<file path="config.mk">
export PLATFORM = sky130hd
export DESIGN_NAME = eth_mdio_phy_resp
export DESIGN_NICKNAME = d
export VERILOG_FILES = /design/src/rtl/eth_mdio_pkg.sv /design/src/rtl/eth_mdio_phy_resp_edge_sync.sv /design/src/rtl/eth_mdio_phy_resp.sv
export SDC_FILE = /design/constraint.sdc
export NUM_CORES = 1
export LEC_CHECK = 0
export CAP_MARGIN = 15
export CELL_PAD_IN_SITES_DETAIL_PLACEMENT = 1
export CELL_PAD_IN_SITES_GLOBAL_PLACEMENT = 2
export CORE_MARGIN = 1
export CORE_UTILIZATION = 42
export DETAILED_ROUTE_END_ITERATION = 10
export DONT_BUFFER_PORTS = 1
export GPL_TIMING_DRIVEN = 0
export PLACE_DENSITY_LB_ADDON = 0.25
export SLEW_MARGIN = 10
export SYNTH_ARGS = -nofsm -noshare
export SYNTH_HDL_FRONTEND = slang
export SYNTH_SLANG_ARGS = --single-unit
</file>
<file path="constraint.sdc">
create_clock -name Clk -period 3.66 [get_ports Clk]
set_clock_uncertainty 0.05 [all_clocks]
set_input_delay 0 -clock Clk [delete_from_list [all_inputs] [get_ports Clk]]
set_output_delay 0 -clock Clk [all_outputs]
set_load 0.01 [all_outputs]
</file>
<file path="src/rtl/eth_mdio_pkg.sv">
// Shared Clause 22 MDIO definitions: frame states, opcodes, register map and reset values.
package eth_mdio_pkg;

    typedef enum logic [2:0] {
        IDLE,
        ST2,
        OP,
        PHYAD,
        REGAD,
        TA,
        DATA
    } mdio_state_e;

    localparam logic [1:0]  MDIO_OP_RD    = 2'b10;
    localparam logic [1:0]  MDIO_OP_WR    = 2'b01;

    localparam logic [4:0]  REG_BMCR      = 5'd0;
    localparam logic [4:0]  REG_BMSR      = 5'd1;
    localparam logic [4:0]  REG_ID1       = 5'd2;
    localparam logic [4:0]  REG_ID2       = 5'd3;
    localparam logic [4:0]  REG_ANAR      = 5'd4;
    localparam logic [4:0]  REG_SCRATCH   = 5'd31;

    localparam logic [15:0] BMCR_RST      = 16'h3100;
    localparam logic [15:0] BMSR_BASE     = 16'h7809;
    localparam logic [15:0] ANAR_RST      = 16'h01E1;
    localparam logic [15:0] SCRATCH_RST   = 16'h0000;

    localparam logic [5:0]  MDIO_PRE_LEN  = 6'd32;

    // Edge indices counted from the ST '0' edge.
    localparam logic [4:0]  EDGE_OP_END   = 5'd3;
    localparam logic [4:0]  EDGE_PHY_END  = 5'd8;
    localparam logic [4:0]  EDGE_REG_END  = 5'd13;
    localparam logic [4:0]  EDGE_TA1      = 5'd14;
    localparam logic [4:0]  EDGE_LAST     = 5'd31;

    function automatic logic [5:0] pre_sat_inc(input logic [5:0] cnt);
        if (cnt >= MDIO_PRE_LEN) begin
            return MDIO_PRE_LEN;
        end else begin
            return cnt + 6'd1;
        end
    endfunction

endpackage

</file>
<file path="src/rtl/eth_mdio_phy_resp_edge_sync.sv">
// Two-flop synchronizers for MDC/MDIO plus MDC rising-edge detect in the Clk domain.
module mdio_edge_sync (
    input  logic clk,
    input  logic rst,
    input  logic mdc_i,
    input  logic mdio_i,
    output logic mdc_rise_o,
    output logic mdio_o
);

    logic [2:0] mdc_sync_q, mdc_sync_d;
    logic [1:0] mdio_sync_q, mdio_sync_d;

    // Next-state of the synchronizer chains.
    always_comb begin
        mdc_sync_d  = {mdc_sync_q[1:0], mdc_i};
        mdio_sync_d = {mdio_sync_q[0], mdio_i};
    end

    // Synchronizer flops; MDIO idles high on the bus.
    always_ff @(posedge clk or posedge rst) begin
        if (rst) begin
            mdc_sync_q  <= 3'b000;
            mdio_sync_q <= 2'b11;
        end else begin
            mdc_sync_q  <= mdc_sync_d;
            mdio_sync_q <= mdio_sync_d;
        end
    end

    assign mdc_rise_o = mdc_sync_q[1] & ~mdc_sync_q[2];
    assign mdio_o     = mdio_sync_q[1];

endmodule

</file>
<file path="src/rtl/eth_mdio_phy_resp.sv">
// Clause 22 PHY-side MDIO responder with a small register file, oversampling MDC in Clk.
// Optional: define MDIO_PREAMBLE_SUPPRESS_EN to accept ST after a single preamble '1'.
module eth_mdio_phy_resp
    import eth_mdio_pkg::*;
#(
    parameter logic [4:0]  gPhy_Addr = 5'h01,
    parameter logic [15:0] gPhy_Id1  = 16'h0007,
    parameter logic [15:0] gPhy_Id2  = 16'hC0F1
) (
    input  logic        Clk,
    input  logic        Rst,
    input  logic        MDC,
    input  logic        MDIO_In,
    output logic        MDIO_Out,
    output logic        MDIO_Oe,
    input  logic        Link_Up,
    output logic        Reg_Wr_Strb,
    output logic [4:0]  Reg_Wr_Addr,
    output logic [15:0] Reg_Wr_Data
);

`ifdef MDIO_PREAMBLE_SUPPRESS_EN
    localparam logic SUPPRESS = 1'b1;
`else
    localparam logic SUPPRESS = 1'b0;
`endif

    logic        mdc_rise_s, mdio_s, pre_ok_s, rd_match_s;
    logic [4:0]  cur_edge_s, regad_full_s;
    logic [15:0] rdata_s;

    mdio_state_e state_q, state_d;
    logic [5:0]  pre_cnt_q, pre_cnt_d;
    logic [4:0]  edge_q, edge_d, phyad_q, phyad_d, regad_q, regad_d;
    logic [1:0]  op_q, op_d;
    logic        match_q, match_d, commit_q, commit_d;
    logic [15:0] shreg_q, shreg_d;
    logic        out_q, out_d, oe_q, oe_d, strb_q, strb_d;
    logic [4:0]  waddr_q, waddr_d;
    logic [15:0] wdata_q, wdata_d, reg0_q, reg0_d, reg4_q, reg4_d, reg31_q, reg31_d;

    mdio_edge_sync u_sync (
        .clk        (Clk),
        .rst        (Rst),
        .mdc_i      (MDC),
        .mdio_i     (MDIO_In),
        .mdc_rise_o (mdc_rise_s),
        .mdio_o     (mdio_s)
    );

    // Read mux, addressed by REGAD including the bit arriving on edge 13.
    always_comb begin
        regad_full_s = {regad_q[3:0], mdio_s};
        case (regad_full_s)
            REG_BMCR:    rdata_s = reg0_q;
            REG_BMSR:    rdata_s = BMSR_BASE | {9'd0, SUPPRESS, 3'd0, Link_Up, 2'd0};
            REG_ID1:     rdata_s = gPhy_Id1;
            REG_ID2:     rdata_s = gPhy_Id2;
            REG_ANAR:    rdata_s = reg4_q;
            REG_SCRATCH: rdata_s = reg31_q;
            default:     rdata_s = 16'h0000;
        endcase
    end

    // Frame decode, TA/read-data drive and write commit.
    always_comb begin
        state_d   = state_q;
        pre_cnt_d = pre_cnt_q;
        edge_d    = edge_q;
        op_d      = op_q;
        phyad_d   = phyad_q;
        regad_d   = regad_q;
        match_d   = match_q;
        shreg_d   = shreg_q;
        out_d     = out_q;
        oe_d      = oe_q;
        commit_d  = 1'b0;
        strb_d    = 1'b0;
        waddr_d   = waddr_q;
        wdata_d   = wdata_q;
        reg0_d    = reg0_q;
        reg4_d    = reg4_q;
        reg31_d   = reg31_q;

        cur_edge_s = edge_q + 5'd1;
        rd_match_s = match_q & (op_q == MDIO_OP_RD);
        pre_ok_s   = SUPPRESS ? (pre_cnt_q != 6'd0) : (pre_cnt_q == MDIO_PRE_LEN);

        // Strobe is issued for any matched write, even to read-only registers.
        if (commit_q) begin
            strb_d  = 1'b1;
            waddr_d = regad_q;
            wdata_d = shreg_q;
            case (regad_q)
                REG_BMCR: begin
                    if (shreg_q[15]) begin
                        reg0_d  = BMCR_RST;
                        reg4_d  = ANAR_RST;
                        reg31_d = SCRATCH_RST;
                    end else begin
                        reg0_d  = {1'b0, shreg_q[14:0]};
                    end
                end
                REG_ANAR:    reg4_d  = shreg_q;
                REG_SCRATCH: reg31_d = shreg_q;
                default:     reg0_d  = reg0_q;
            endcase
        end else begin
            strb_d = 1'b0;
        end

        if (mdc_rise_s) begin
            case (state_q)
                IDLE: begin
                    if (mdio_s) begin
                        pre_cnt_d = pre_sat_inc(pre_cnt_q);
                    end else if (pre_ok_s) begin
                        state_d   = ST2;
                        edge_d    = 5'd0;
                        pre_cnt_d = 6'd0;
                    end else begin
                        pre_cnt_d = 6'd0;
                    end
                end
                ST2: begin
                    edge_d = cur_edge_s;
                    if (mdio_s) begin
                        state_d = OP;
                    end else begin
                        state_d   = IDLE;
                        pre_cnt_d = 6'd0;
                    end
                end
                OP: begin
                    edge_d = cur_edge_s;
                    op_d   = {op_q[0], mdio_s};
                    if (cur_edge_s != EDGE_OP_END) begin
                        state_d = OP;
                    end else if (({op_q[0], mdio_s} == MDIO_OP_RD) || ({op_q[0], mdio_s} == MDIO_OP_WR)) begin
                        state_d = PHYAD;
                    end else begin
                        state_d   = IDLE;
                        pre_cnt_d = 6'd0;
                    end
                end
                PHYAD: begin
                    edge_d  = cur_edge_s;
                    phyad_d = {phyad_q[3:0], mdio_s};
                    if (cur_edge_s == EDGE_PHY_END) begin
                        match_d = ({phyad_q[3:0], mdio_s} == gPhy_Addr);
                        state_d = REGAD;
                    end else begin
                        state_d = PHYAD;
                    end
                end
                REGAD: begin
                    edge_d  = cur_edge_s;
                    regad_d = regad_full_s;
                    if (cur_edge_s == EDGE_REG_END) begin
                        shreg_d = rdata_s;
                        state_d = TA;
                    end else begin
                        state_d = REGAD;
                    end
                end
                TA: begin
                    edge_d = cur_edge_s;
                    if (cur_edge_s == EDGE_TA1) begin
                        oe_d  = rd_match_s;
                        out_d = ~rd_match_s;
                    end else if (rd_match_s) begin
                        out_d   = shreg_q[15];
                        shreg_d = {shreg_q[14:0], 1'b0};
                        state_d = DATA;
                    end else begin
                        state_d = DATA;
                    end
                end
                DATA: begin
                    edge_d = cur_edge_s;
                    if (cur_edge_s == EDGE_LAST) begin
                        shreg_d   = {shreg_q[14:0], mdio_s};
                        commit_d  = match_q & (op_q == MDIO_OP_WR);
                        oe_d      = 1'b0;
                        out_d     = 1'b1;
                        state_d   = IDLE;
                        pre_cnt_d = 6'd0;
                    end else if (rd_match_s) begin
                        out_d   = shreg_q[15];
                        shreg_d = {shreg_q[14:0], 1'b0};
                    end else begin
                        shreg_d = {shreg_q[14:0], mdio_s};
                    end
                end
                default: begin
                    state_d   = IDLE;
                    pre_cnt_d = 6'd0;
                    oe_d      = 1'b0;
                    out_d     = 1'b1;
                end
            endcase
        end else begin
            state_d = state_q;
        end
    end

    // State, register file and registered outputs.
    always_ff @(posedge Clk or posedge Rst) begin
        if (Rst) begin
            state_q   <= IDLE;
            pre_cnt_q <= 6'd0;
            edge_q    <= 5'd0;
            op_q      <= 2'b00;
            phyad_q   <= 5'd0;
            regad_q   <= 5'd0;
            match_q   <= 1'b0;
            commit_q  <= 1'b0;
            shreg_q   <= 16'h0000;
            out_q     <= 1'b1;
            oe_q      <= 1'b0;
            strb_q    <= 1'b0;
            waddr_q   <= 5'd0;
            wdata_q   <= 16'h0000;
            reg0_q    <= BMCR_RST;
            reg4_q    <= ANAR_RST;
            reg31_q   <= SCRATCH_RST;
        end else begin
            state_q   <= state_d;
            pre_cnt_q <= pre_cnt_d;
            edge_q    <= edge_d;
            op_q      <= op_d;
            phyad_q   <= phyad_d;
            regad_q   <= regad_d;
            match_q   <= match_d;
            commit_q  <= commit_d;
            shreg_q   <= shreg_d;
            out_q     <= out_d;
            oe_q      <= oe_d;
            strb_q    <= strb_d;
            waddr_q   <= waddr_d;
            wdata_q   <= wdata_d;
            reg0_q    <= reg0_d;
            reg4_q    <= reg4_d;
            reg31_q   <= reg31_d;
        end
    end

    assign MDIO_Out    = out_q;
    assign MDIO_Oe     = oe_q;
    assign Reg_Wr_Strb = strb_q;
    assign Reg_Wr_Addr = waddr_q;
    assign Reg_Wr_Data = wdata_q;

endmodule

</file>
==> impl_summary.log <==
[metrics] post-synthesis instance total: 569
[metrics] sink count of the clock tree: 119
[metrics] worst-case setup margin in the final layout: 0.893 ns
[metrics] total negative slack: 0 ns
[metrics] Slew HR: 0.490
[metrics] Register-to-Register Path Depth: 7
[metrics] leading cell types in the layout, fill and taps excluded: sky130_fd_sc_hd__dfrtp_1 (108), sky130_fd_sc_hd__nand2_1 (69), sky130_fd_sc_hd__mux2_2 (39)
[metrics] unrepaired setup endpoints after global routing: no
[metrics] required time reported for the critical path endpoint: approximately 4 ns
[metrics] Inserted Clock Buffers: 17
[metrics] most common library cell in the layout ignoring fill and taps: sky130_fd_sc_hd__dfrtp_1
[metrics] CTS tree: yes
[metrics] die width: between 100 and 150 µm
[metrics] predominant post-synthesis flop cell: sky130_fd_sc_hd__dfrtp_1
[metrics] vertical extent of the die: between 100 and 150 µm
[metrics] Tightest Pin Transition: 0.765 ns
[metrics] endpoints failing setup: 0
[metrics] total track usage: 0.250
[metrics] Detail Placement HPWL: 11,400 µm
[metrics] clock latency on the worst-skew pair: 0.42 ns
[metrics] crit start category: flop
[metrics] peak ir drop on the vdd network: between 300 and 400 µV
[metrics] vias in the first global route: about 4,800
[metrics] RD Place Congestion: 0.811
[metrics] number of iterations in the first detailed-routing pass: 4
[metrics] total power divided by cell area: 464 mW/mm²
[metrics] multi-input combinational cell area: 0.00275 mm²
[metrics] Yosys reg bits: 119
[metrics] Critical Setup Path Class: reg2reg
[metrics] std cell rows: 43
[metrics] Longest Clk Path Bufs: 2
[metrics] Core Box Area: 0.0139 mm²
[metrics] Storage cell area: 0.00299 mm²
[metrics] Layout Cells excl Fill: 785
[metrics] number of hold violations in the final report: 0
[metrics] initial core utilization: 0.431
[metrics] vias after detailed routing: 4,586
[metrics] DR DRC count: 0
[metrics] proportion of synthesized flip-flops having asynchronous set or reset: 1.00
[metrics] highest clock frequency the design can meet: between 0.3 and 0.4 GHz
[metrics] Netlist cell types: 67
[metrics] Syn Nets: a little under 600
[metrics] leakage power total: 0.00306 µW
[metrics] count of max-cap constraint violations: 0
[metrics] number of placed instances with taps included: 750
[metrics] Post-Route WL: 17,000 µm
[metrics] final layout net count: a little over 600
[metrics] sequential-to-total area share from yosys stat: 0.500
[metrics] number of enable flip-flop cells after synthesis: 0
[metrics] global route overflow: 0
[metrics] maximum number of pins on one net before global-route repair: 77
[metrics] number of nets with antenna violations after detailed routing: 0
[metrics] Worst R2R Start: regad_q[2]$_DFFE_PP0P_
[metrics] critical path capture point type: flop
[metrics] number of buffers added on ports: 0
[metrics] share of cells above drive strength 1: 0.195
[metrics] post-CTS clock slew at the launch and capture registers of the worst setup and hold paths: roughly 0.060 ns
[metrics] mean number of vias per cell: ~5.8
[metrics] initial antenna violation count: 0
[metrics] Slew Limit Fails: 0
[metrics] number of filler instances in the final layout: ~1,500
[metrics] DRC marker count from the first detailed-route iteration: 281
[metrics] register-to-register path setup slack: 0.89 ns
[metrics] worst setup slack before clock tree synthesis: 0.898 ns
[metrics] CP arrival: 3.08 ns
[metrics] RR Endpoint: shreg_q[3]$_DFFE_PP0P_
[metrics] Post-Synthesis Cell Area: 0.00598 mm²
[metrics] Die Area: 0.0147 mm²
[metrics] time the final worst path needs with I/O delays and setup: 2.77 ns
[metrics] antenna diode count: 0
[metrics] H-Tree Depth: 4
[metrics] CTS root buffer: sky130_fd_sc_hd__clkbuf_16
[metrics] maximum net fanout on the critical path: 10
[metrics] first-pass GRT wire length: roughly 28,000 µm
[metrics] syn avg cell area: between 10 and 15 µm²
[metrics] Total Power: between 3000 and 4000 µW
[metrics] outcome: complete, no violations
[metrics] I/O pins: 29
[metrics] routed wirelength normalized by instance count: approximately 22 µm
[metrics] path type of the worst min-delay path: in2async
[metrics] crit share post-route: 0.756
[metrics] synthesis-to-finish area growth: 15.3%
[metrics] total of warnings raised by yosys: 0
## per-stage QoR
step | hold slack (ns) | utilization | cell area [µm²]
floorplan | -0.0455 | - | 5980
global placement | -0.0455 | 0.447 | 6210
detailed placement | -0.141 | 0.450 | 6240
CTS | 0.0473 | 0.497 | 6900
global route | 0.0805 | 0.497 | 6900
finish | 0.0443 | 0.497 | 6900
## worst max-delay path by stage
stage	from	endpoint	slack (ns)	depth (start not counted)
global placement	Rst	Reg_Wr_Data[10]$_DFFE_PP0P_	-0.81	1
global route	edge_q[0]$_DFFE_PP0P_	pre_cnt_q[0]$_DFFE_PP0P_	0.71	8
detailed placement	edge_q[0]$_DFFE_PP0P_	shreg_q[2]$_DFFE_PP0P_	0.90	9
CTS	edge_q[0]$_DFFE_PP0P_	shreg_q[8]$_DFFE_PP0P_	0.88	9
finish	regad_q[2]$_DFFE_PP0P_	shreg_q[3]$_DFFE_PP0P_	0.89	7
floorplan	Rst	MDIO_Oe$_DFFE_PP0P_	0.47	1
## worst max-delay path, stage by stage, from the launching register on
cell,delay [ns]
sky130_fd_sc_hd__dfrtp_1,0.32
sky130_fd_sc_hd__clkbuf_1,0.37
sky130_fd_sc_hd__and4_1,0.44
sky130_fd_sc_hd__and2_1,0.33
sky130_fd_sc_hd__clkbuf_1,0.61
sky130_fd_sc_hd__a221oi_1,0.22
sky130_fd_sc_hd__o21ai_0,0.20
sky130_fd_sc_hd__mux2_4,0.16
## flip-flops by register name, indices dropped and copies added, names as in the netlist
name and count:
reg4_q 16, MDIO_Oe 1, reg0_q 15, Reg_Wr_Strb 1
MDIO_Out 1, op_q 2, Reg_Wr_Addr 5, pre_cnt_q 6
u_sync.mdio_sync_q 2, phyad_q 4, match_q 1, reg31_q 16
edge_q 5, shreg_q 16, regad_q 5, commit_q 1
u_sync.mdc_sync_q 3, state_q 3, Reg_Wr_Data 16
## report_power, final
part	switching [µW]	internal, µW	total, µW	leakage (µW)
clock network	645	1140	1790	0.000292
logic	56.5	26.3	82.8	0.00115
registers	7.44	1330	1330	0.00161
total	709	2490	3200	0.00306
## metal layers
layer,global-route usage,vias to the layer above,routed length [µm]
met5,0,-,0
li1,-,2108,-
met2,0.395,94,8300
met3,0.0451,20,578
met1,0.343,2364,7870
met4,0.0903,0,280
## cells by family after synthesis
family                     count (synthesis)  synth area share
DFF                                      119             0.500
AOI/OAI and AO/OA                        134             0.170
adders and majority gates                  7            0.0146
xor gates and xnor gates                   3           0.00439
muxes                                     51             0.102
buffers and inverters                     55            0.0414
and+or+nand+nor                          200             0.168
## synth_stat cells, types with 3 or more instances
cell                        instances  area share
sky130_fd_sc_hd__nand3_1           22       0.018
sky130_fd_sc_hd__a41oi_1            4      0.0059
sky130_fd_sc_hd__dfstp_2           11       0.048
sky130_fd_sc_hd__a22oi_1            4      0.0050
sky130_fd_sc_hd__a21oi_1           11      0.0092
sky130_fd_sc_hd__nand4_1            3      0.0031
sky130_fd_sc_hd__a21bo_2            3      0.0050
sky130_fd_sc_hd__dfrtp_1          108        0.45
sky130_fd_sc_hd__ha_1               7       0.015
sky130_fd_sc_hd__nor4_1             5      0.0052
sky130_fd_sc_hd__a31oi_1           14       0.015
sky130_fd_sc_hd__nor2_1            37       0.023
sky130_fd_sc_hd__buf_4              3      0.0038
sky130_fd_sc_hd__and3_1             6      0.0063
sky130_fd_sc_hd__nand2_1           69       0.043
sky130_fd_sc_hd__nand2b_1          17       0.018
sky130_fd_sc_hd__a221oi_1           5      0.0073
sky130_fd_sc_hd__mux2_2            39       0.073
sky130_fd_sc_hd__clkbuf_1          32       0.020
sky130_fd_sc_hd__o41ai_1            3      0.0044
sky130_fd_sc_hd__and2_1             3      0.0031
sky130_fd_sc_hd__o32ai_1            3      0.0044
sky130_fd_sc_hd__inv_1             13      0.0082
sky130_fd_sc_hd__o211ai_1           3      0.0038
sky130_fd_sc_hd__nand3b_1           9       0.011
sky130_fd_sc_hd__o21ai_0           28       0.023
sky130_fd_sc_hd__a21boi_0           4      0.0050
sky130_fd_sc_hd__nor3_1             3      0.0025
sky130_fd_sc_hd__or3_1              6      0.0063
sky130_fd_sc_hd__xnor2_1            3      0.0044
sky130_fd_sc_hd__o31ai_1            6      0.0075
sky130_fd_sc_hd__a2bb2oi_1          3      0.0044
sky130_fd_sc_hd__buf_6              3      0.0056
sky130_fd_sc_hd__buf_2              3      0.0025
sky130_fd_sc_hd__mux2_4            10       0.025
sky130_fd_sc_hd__or4_1              3      0.0038
sky130_fd_sc_hd__nor2b_1            4      0.0042
sky130_fd_sc_hd__a21o_1             4      0.0050
sky130_fd_sc_hd__a22o_1            19       0.028
## timing repair
item	4_1_cts	5_1_grt
endpoints found under the setup margin	0	0
hold endpoints to repair	116	0
buffers inserted	0	0
hold buffers	3	0
resized for setup	0	0
## final cells by class
cell class | count | share of cell area
multi-input combinational | 395 | 0.398
inverter | 13 | 0.00780
tap | 180 | 0.0326
buffer | 42 | 0.0288
timing repair buffer | 4 | 0.00834
sequential | 119 | 0.434
clock buffer | 17 | 0.0617
clock inverter | 15 | 0.0294
No activity file was read; power rests on OpenSTA's default activity.
